--- config.mk ---
export PLATFORM = sky130hd
export DESIGN_NAME = seq_multiplier
export DESIGN_NICKNAME = d
export VERILOG_FILES = /design/src/rtl/seq_multiplier.sv
export SDC_FILE = /design/constraint.sdc
export NUM_CORES = 1
export LEC_CHECK = 0
export ABC_AREA = 1
export CAP_MARGIN = 25
export CORE_ASPECT_RATIO = 1.1
export CORE_MARGIN = 2
export CORE_UTILIZATION = 49
export DETAILED_ROUTE_END_ITERATION = 6
export HOLD_SLACK_MARGIN = 0.02
export PLACE_DENSITY = 0.79
export SYNTH_ARGS = -nofsm -noshare
export SYNTH_HDL_FRONTEND = slang
export SYNTH_SLANG_ARGS = --single-unit
--- constraint.sdc ---
create_clock -name clk -period 1.9 [get_ports clk]
set_input_delay 0.285 -clock clk [delete_from_list [all_inputs] [get_ports clk]]
set_output_delay 0.285 -clock clk [all_outputs]
set_load 0.01 [all_outputs]
--- src/rtl/seq_multiplier.sv ---
// Sequential radix-2 shift-add multiplier, signed or unsigned operands.
// Valid/ready on both sides, one operation in flight at a time.
module seq_multiplier #(
   parameter int WIDTH = 8
) (
   input  logic               clk,
   input  logic               reset,
   input  logic               in_valid,
   output logic               in_ready,
   input  logic [WIDTH-1:0]   mula,
   input  logic [WIDTH-1:0]   mulb,
   input  logic               signed_mode,
   output logic               out_valid,
   input  logic               out_ready,
   output logic [2*WIDTH-1:0] result,
   output logic               busy
);

   localparam int PW = 2 * WIDTH;
   localparam int CW = $clog2(WIDTH + 1);

   localparam logic [WIDTH-1:0] ONE_W = {{(WIDTH-1){1'b0}}, 1'b1};
   localparam logic [PW-1:0]    ONE_P = {{(PW-1){1'b0}}, 1'b1};
   localparam logic [CW-1:0]    ONE_C = {{(CW-1){1'b0}}, 1'b1};
   localparam logic [CW-1:0]    LAST  = CW'(WIDTH - 1);

   typedef enum logic [1:0] {
      IDLE,
      CALC,
      DONE
   } state_e;

   state_e           state_q, state_d;
   logic [PW-1:0]    a_q, a_d;
   logic [WIDTH-1:0] b_q, b_d;
   logic [PW-1:0]    acc_q, acc_d;
   logic [PW-1:0]    result_q, result_d;
   logic [CW-1:0]    cnt_q, cnt_d;
   logic             neg_q, neg_d;
   logic             vld_q, vld_d;

   logic [WIDTH-1:0] mag_a;
   logic [WIDTH-1:0] mag_b;
   logic             hs;
   logic             zero_op;

   // Magnitudes stay unsigned in WIDTH bits, so the most-negative value maps
   // onto itself and is still multiplied correctly.
   assign mag_a = (signed_mode && mula[WIDTH-1]) ? (~mula + ONE_W) : mula;
   assign mag_b = (signed_mode && mulb[WIDTH-1]) ? (~mulb + ONE_W) : mulb;

   assign hs      = in_valid && (state_q == IDLE);
   assign zero_op = (mula == '0) || (mulb == '0);

   always_comb begin
      state_d  = state_q;
      a_d      = a_q;
      b_d      = b_q;
      acc_d    = acc_q;
      result_d = result_q;
      cnt_d    = cnt_q;
      neg_d    = neg_q;
      vld_d    = vld_q;
      unique case (state_q)
         IDLE: begin
            if (hs) begin
               a_d   = {{WIDTH{1'b0}}, mag_a};
               b_d   = mag_b;
               acc_d = '0;
               cnt_d = '0;
               neg_d = signed_mode && (mula[WIDTH-1] ^ mulb[WIDTH-1]);
               if (zero_op) begin
                  neg_d   = 1'b0;
                  state_d = DONE;
               end else begin
                  state_d = CALC;
               end
            end
         end
         CALC: begin
            if (b_q[0]) begin
               acc_d = acc_q + a_q;
            end
            a_d   = a_q << 1;
            b_d   = b_q >> 1;
            cnt_d = cnt_q + ONE_C;
            if (cnt_q == LAST) begin
               state_d = DONE;
            end
         end
         DONE: begin
            // First DONE cycle applies the sign and publishes the product.
            if (!vld_q) begin
               vld_d    = 1'b1;
               result_d = neg_q ? (~acc_q + ONE_P) : acc_q;
            end else if (out_ready) begin
               vld_d   = 1'b0;
               state_d = IDLE;
            end
         end
         default: begin
            state_d = IDLE;
            vld_d   = 1'b0;
         end
      endcase
   end

   always_ff @(posedge clk) begin
      if (reset) begin
         state_q  <= IDLE;
         a_q      <= '0;
         b_q      <= '0;
         acc_q    <= '0;
         result_q <= '0;
         cnt_q    <= '0;
         neg_q    <= 1'b0;
         vld_q    <= 1'b0;
      end else begin
         state_q  <= state_d;
         a_q      <= a_d;
         b_q      <= b_d;
         acc_q    <= acc_d;
         result_q <= result_d;
         cnt_q    <= cnt_d;
         neg_q    <= neg_d;
         vld_q    <= vld_d;
      end
   end

   assign in_ready  = (state_q == IDLE);
   assign busy      = (state_q != IDLE);
   assign out_valid = vld_q;
   assign result    = result_q;

endmodule

; ---- Word level (Yosys, flattened, before mapping)
; Index checks and enable logic that the tools add are counted.
[totals]
in_bits = 21
output_inout_bits = 19
ff_bits = 64
[classes]
muxes = 22
reduce_logical = 16
addsub = 5
bitwise = 5
eq_ne = 8
[op_table]
columns = cell, n
row1 = 2-to-1 mux 16 bit, 4
row2 = one-hot mux 16 bit (2 select lines), 2
row3 = 2-to-1 mux 8 bit, 3
row4 = "adder 16 x 1 -> 16 bit, second input constant", 1
row5 = adder 16 bit, 1
row6 = "adder 8 x 1 -> 8 bit, second input constant", 2
row7 = logical NOT 8 bit, 2
row8 = NOT 16 bit, 1
row9 = NOT 8 bit, 2
row10 = one-hot mux 8 bit (2 select lines), 1
row11 = 2-to-1 mux 2 bit, 5
row12 = "!= test 2 bit, second input constant", 4
row13 = one-hot mux 4 bit (2 select lines), 1
row14 = one-hot mux 2 bit (3 select lines), 1
row15 = AND reduction 2 bit, 3
row16 = "adder 4 x 1 -> 4 bit, second input constant", 1
row17 = "== test 4 x 3 -> 1 bit, second input constant", 1
row18 = logical AND 1 bit, 4
row19 = 2-to-1 mux 4 bit, 1
row20 = AND reduction 4 bit, 1
row21 = nonzero test 2 bit, 2
row22 = 2-to-1 mux 1 bit, 3
row23 = AND reduction 3 bit, 1
row24 = "== test 2 x 1 -> 1 bit, second input constant", 1
row25 = 8 further kinds, 8

; ---- Depth between registers and ports, before layout
[depth]
word_depth = 5
ltp_mapped = 11

; ---- Least setup slack after synthesis
; OpenSTA, ideal clock, no wires.
[synth_timing]
path_kind = reg-to-reg
from = register a_q[0]
to = register acc_q[8]
synth_period_minus_slack_ns = 1.727
path_slack_ns = 0.173
path_stages_with_launch = 11
t_required_ns = 1.768
setup_time_ns = 0.132
n_path_buf = 0
arrival_ns = 1.594
cell_sequence = dfxtp_1 > ha_1 > inv_1 > fa_1 > inv_1 > nand3_1 > nand3_1 > a21oi_1 > or2_2 > nand3_1 > a21oi_1
[synth_between]
elab_chain_cells = 3
[synth_lines]
columns = item, line_no
row1 = "start, declared", 34  ; logic [PW-1:0] a_q, a_d;
row2 = "start signal, assigned", 111  ; a_q <= '0;
row3 = "start signal, assigned", 120  ; a_q <= a_d;
row4 = adder 16 bit, 82  ; acc_d = acc_q + a_q;
row5 = 2-to-1 mux 16 bit, 81  ; if (b_q[0]) begin
row6 = one-hot mux 16 bit (2 select lines), 64  ; unique case (state_q)
row7 = "end signal, assigned", 113  ; acc_q <= '0;
row8 = "end signal, assigned", 122  ; acc_q <= acc_d;
row9 = "end, declared", 36  ; logic [PW-1:0] acc_q, acc_d;
; No other way between the ends. The select of a mux whose other input is x is not followed.
; A chain may end at the register's enable or synchronous reset.

; ---- Worst setup path after layout
[layout_timing]
from = register state_q[1]
to = output busy
[layout_between]
elab_chain_cells = 1
[layout_lines]
columns = item, line_no
row1 = "start, declared", 33  ; state_e state_q, state_d;
row2 = "start signal, assigned", 119  ; state_q <= state_d;
row3 = nonzero test 2 bit, 131  ; assign busy = (state_q != IDLE);
row4 = "end, declared", 16  ; output logic busy
; No other way between the ends.

==> metrics.md <==
| Metric | Value |
|---|---|
| Starting Density | 0.5002 |
| DR vias/cell | about 5.2 |
| Max cap viols | 0 |
| Final wirelength | approximately 10000 um |
| HPWL Detailed | between 7000 and 8000 um |
| Leakage | approximately 2.4 nW |
| Slew margin rel. | 0.5997 |
| Mux cell area share after synthesis | 0 |
| Synth Area in Simple Gates | 0.3476 |
| ANT cells | 0 |
| FF-to-FF Start | acc_q[3]$_SDFFE_PP0P_ |
| Layout cells sized above 1 | 0.08345 |
| Syn Nets | around 700 |
| Most frequent cells in the layout | nand2_1 (214), inv_1 (88), dfxtp_1 (60), a21oi_1 (56), nor2_1 (47) |
| Cell Rows | 35 |
| Worst reg2reg setup slack | about 130 ps |
| Setup-failing EPs final | 0 |
| Io pins | 40 |
| DRC | 0 |
| Clock tree buffer depth | 2 |
| Max VDD drop | around 0.54 mV |
| Post-layout min period | around 1800 ps |
| Die height | slightly above 100 um |
| Share of the synthesized area in the top cell type | 0.3079 |
| Status | finished, final reports clean |
| Full die area | around 9000 um2 |
| Synth cell types | 40 |
| Overflow after GRT | 0 |
| DRT antenna net count | 0 |
| Drt wl/cell | between 10 and 15 um |
| HP Start | b_q[4]$_SDFFE_PP0P_ |
| P per Cell Area | between 1000 and 1500 nW/um2 |
| Number of CTS-inserted buffers | 9 |
| Slew @ Worst Pin | 599.8 ps |
| Syn avg cell area | roughly 6.3 um2 |
| Initial DRC count | 214 |
| Worst path arrival time | 1490 ps |
| CP Max Fanout | 7 |
| Worst-path clk slew | about 80 ps |
| Width of the die | between 90 and 100 um |
| Core area | roughly 8300 um2 |
| Worst setup path category | reg -> out |
| FF-to-FF path depth | 8 |
| Clk_lat worst skew | 350 ps |
| Largest family of logic cells by synthesized area | simple AND/OR/NAND/NOR gates |
| # clock sinks | 64 |
| Clk_skew | 12.42 ps |
| RePlAce Congestion | between 0.9 and 1 |
| Post-synthesis xor/xnor area fraction | 0.02526 |
| Worst setup EP type | output port |
| Final hold viol count | 0 |
| First-pass GRT wire length | 17490 um |
| Sequential area share after synthesis | 0.3079 |
| Ys Warns | 0 |
| Iteration count of the initial detailed-routing pass | 5 |
| Achievable clock frequency | ~0.56 GHz |
| H-Tree Level Count | 3 |
| Detailed-route via count | 4244 |
| Hold depth | 2 |
| Post-synthesis adder-cell area fraction | 0.06194 |
| Most common cell after layout, fill and taps aside | nand2_1 |
| Syn Inst Count | 657 |
| Synth Cell Area | about 4200 um2 |
| IO buf count | 39 |
| CTS tree | built |
| #FFs+latches synth | 64 |
| Pre-CTS WS | roughly 45 ps |
| CP required | ~1600 ps |
| Synth Area in Compound Gates | 0.1512 |
| Fin crit share | 0.9324 |
| WHS Endpoint | b_q[4]$_SDFFE_PP0P_ |
| Initial antenna violation count | 0 |
| Count of pins over their slew limit | 0 |
| Largest net degree at the start of global routing | 44 |
| Main area contributors after synthesis | dfxtp_1 (31%), nand2_1 (19%), inv_1 (7.9%) |
| Synth area leader | dfxtp_1 |
| Vias in the first global route | approximately 4000 |
| GRT Util Overall | 0.2340 |
| Fillcell total | approximately 800 |
| RR Endpoint | acc_q[6]$_SDFFE_PP0P_ |
| Startpoint types | flip-flop |
| Post-CTS Setup Inserts | 0 |
| Final Net Count | roughly 740 |
| Area grow syn2layout | 19.21% |
| Final TNS setup | 0 ps |
| CTS hold repair buffers | 0 |
| Hold Crit Class | reg -> reg |
| CTS root buf | clkbuf_8 |
| Final WS setup | around 130 ps |
| RSZ-0062 raised after global routing | no |
## state kept, by name (all words and copies together), names as in the netlist
signal,cells
result,16
neg_q,1
out_valid,1
state_q,2
a_q,16
b_q,8
acc_q,16
cnt_q,4
## report_power, final
group / internal (mW) / switching, mW / total [mW]
Clock: 0.862 / 0.561 / 1.42
Combinational: 0.751 / 1.12 / 1.87
Sequential: 1.57 / 0.167 / 1.74
## metrics by stage
stage	total power [mW]	cells	cell area [um2]	hold slack, ps	util
after floorplan	2.991	657	4161	432.6	-
after CTS	5.022	818	4942	468.6	0.5940
after global routing	5.365	818	4961	489.4	0.5962
after global placement	3.545	803	4708	452.7	0.5659
final	5.032	818	4961	470.4	0.5962
after detailed placement	3.603	803	4708	457.8	0.5659
## cell families (layout without fill, tap and decap cells)
group                    Yosys count  count (layout)
XOR/XNOR                          12              12
buffers and inverters            111             161
AO/OA/AOI/OAI                    112             112
AND/OR/NAND/NOR                  338             338
flip-flops                        64              64
adder cells (fa/ha/maj)           20              20
## cells in the mapped netlist
cell type / count
nand2_1: 214
inv_1: 88
dfxtp_1: 64
a21oi_1: 56
nor2_1: 48
nand3_1: 44
o21ai_0: 32
ha_1: 19
xor2_1: 10
clkbuf_1: 9
buf_2: 6
nand4_1: 6
o221ai_1: 6
a31oi_1: 5
nor3_1: 5
or2_2: 5
inv_2: 4
nand3b_1: 4
nor2_4: 4
o21a_1: 3
a211oi_1: 2
a2bb2oi_1: 2
buf_4: 2
nor2_2: 2
xnor2_1: 2
a211oi_2: 1
a21boi_0: 1
a21o_1: 1
and3_1: 1
buf_6: 1
fa_1: 1
inv_4: 1
nand2_2: 1
nand2b_1: 1
nand3_2: 1
nor2_8: 1
nor3b_2: 1
o211ai_1: 1
o21bai_1: 1
o31ai_1: 1
## cell type report
cell class | instances | area [um2] | area share
flip-flops and latches | 64 | 1286 | 0.2593
multi-input cells | 482 | 2456 | 0.4951
repair buffers | 53 | 495.5 | 0.09987
well taps | 111 | 138.9 | 0.02799
clock buffers | 9 | 123.9 | 0.02497
inverters | 93 | 351.6 | 0.07087
clock inverters | 6 | 108.9 | 0.02194
## worst max path at each step
stage / cells after the start / end / slack (ps) / startpoint
3_5_place_dp: 10 / neg_q$_SDFFE_PP0P_ / 40 / mula[0]
5_1_grt: 10 / acc_q[15]$_SDFFE_PP0P_ / 20 / acc_q[5]$_SDFFE_PP0P_
6_report: 3 / busy / 130 / state_q[1]$_SDFFE_PP0P_
3_3_place_gp: 10 / neg_q$_SDFFE_PP0P_ / 90 / mula[1]
4_1_cts: 10 / acc_q[8]$_SDFFE_PP0P_ / 50 / a_q[0]$_SDFFE_PP0P_
2_1_floorplan: 10 / acc_q[8]$_SDFFE_PP0P_ / 170 / a_q[0]$_SDFFE_PP0P_
## repair_timing
| action | CTS | global route |
|---|---|---|
| pin swaps | 0 | 0 |
| resized for setup | 1 | 8 |
| setup endpoints to repair | 1 | 6 |
## worst max-delay path: stages, from the launching register on
cell and delay, ps:
dfxtp_2 430, nor2_2 90, inv_2 80, clkdlybuf4s50_1 530
## per-layer routing
layer  up-vias  GRT usage  routed length, um
met4         0     0.1171                308
met1      1929     0.2677               4460
met2        94     0.4248               5166
met5         -          0                  0
li1       2194          -                  -
met3        27    0.03515                400
(Power assumes the default switching activity.)
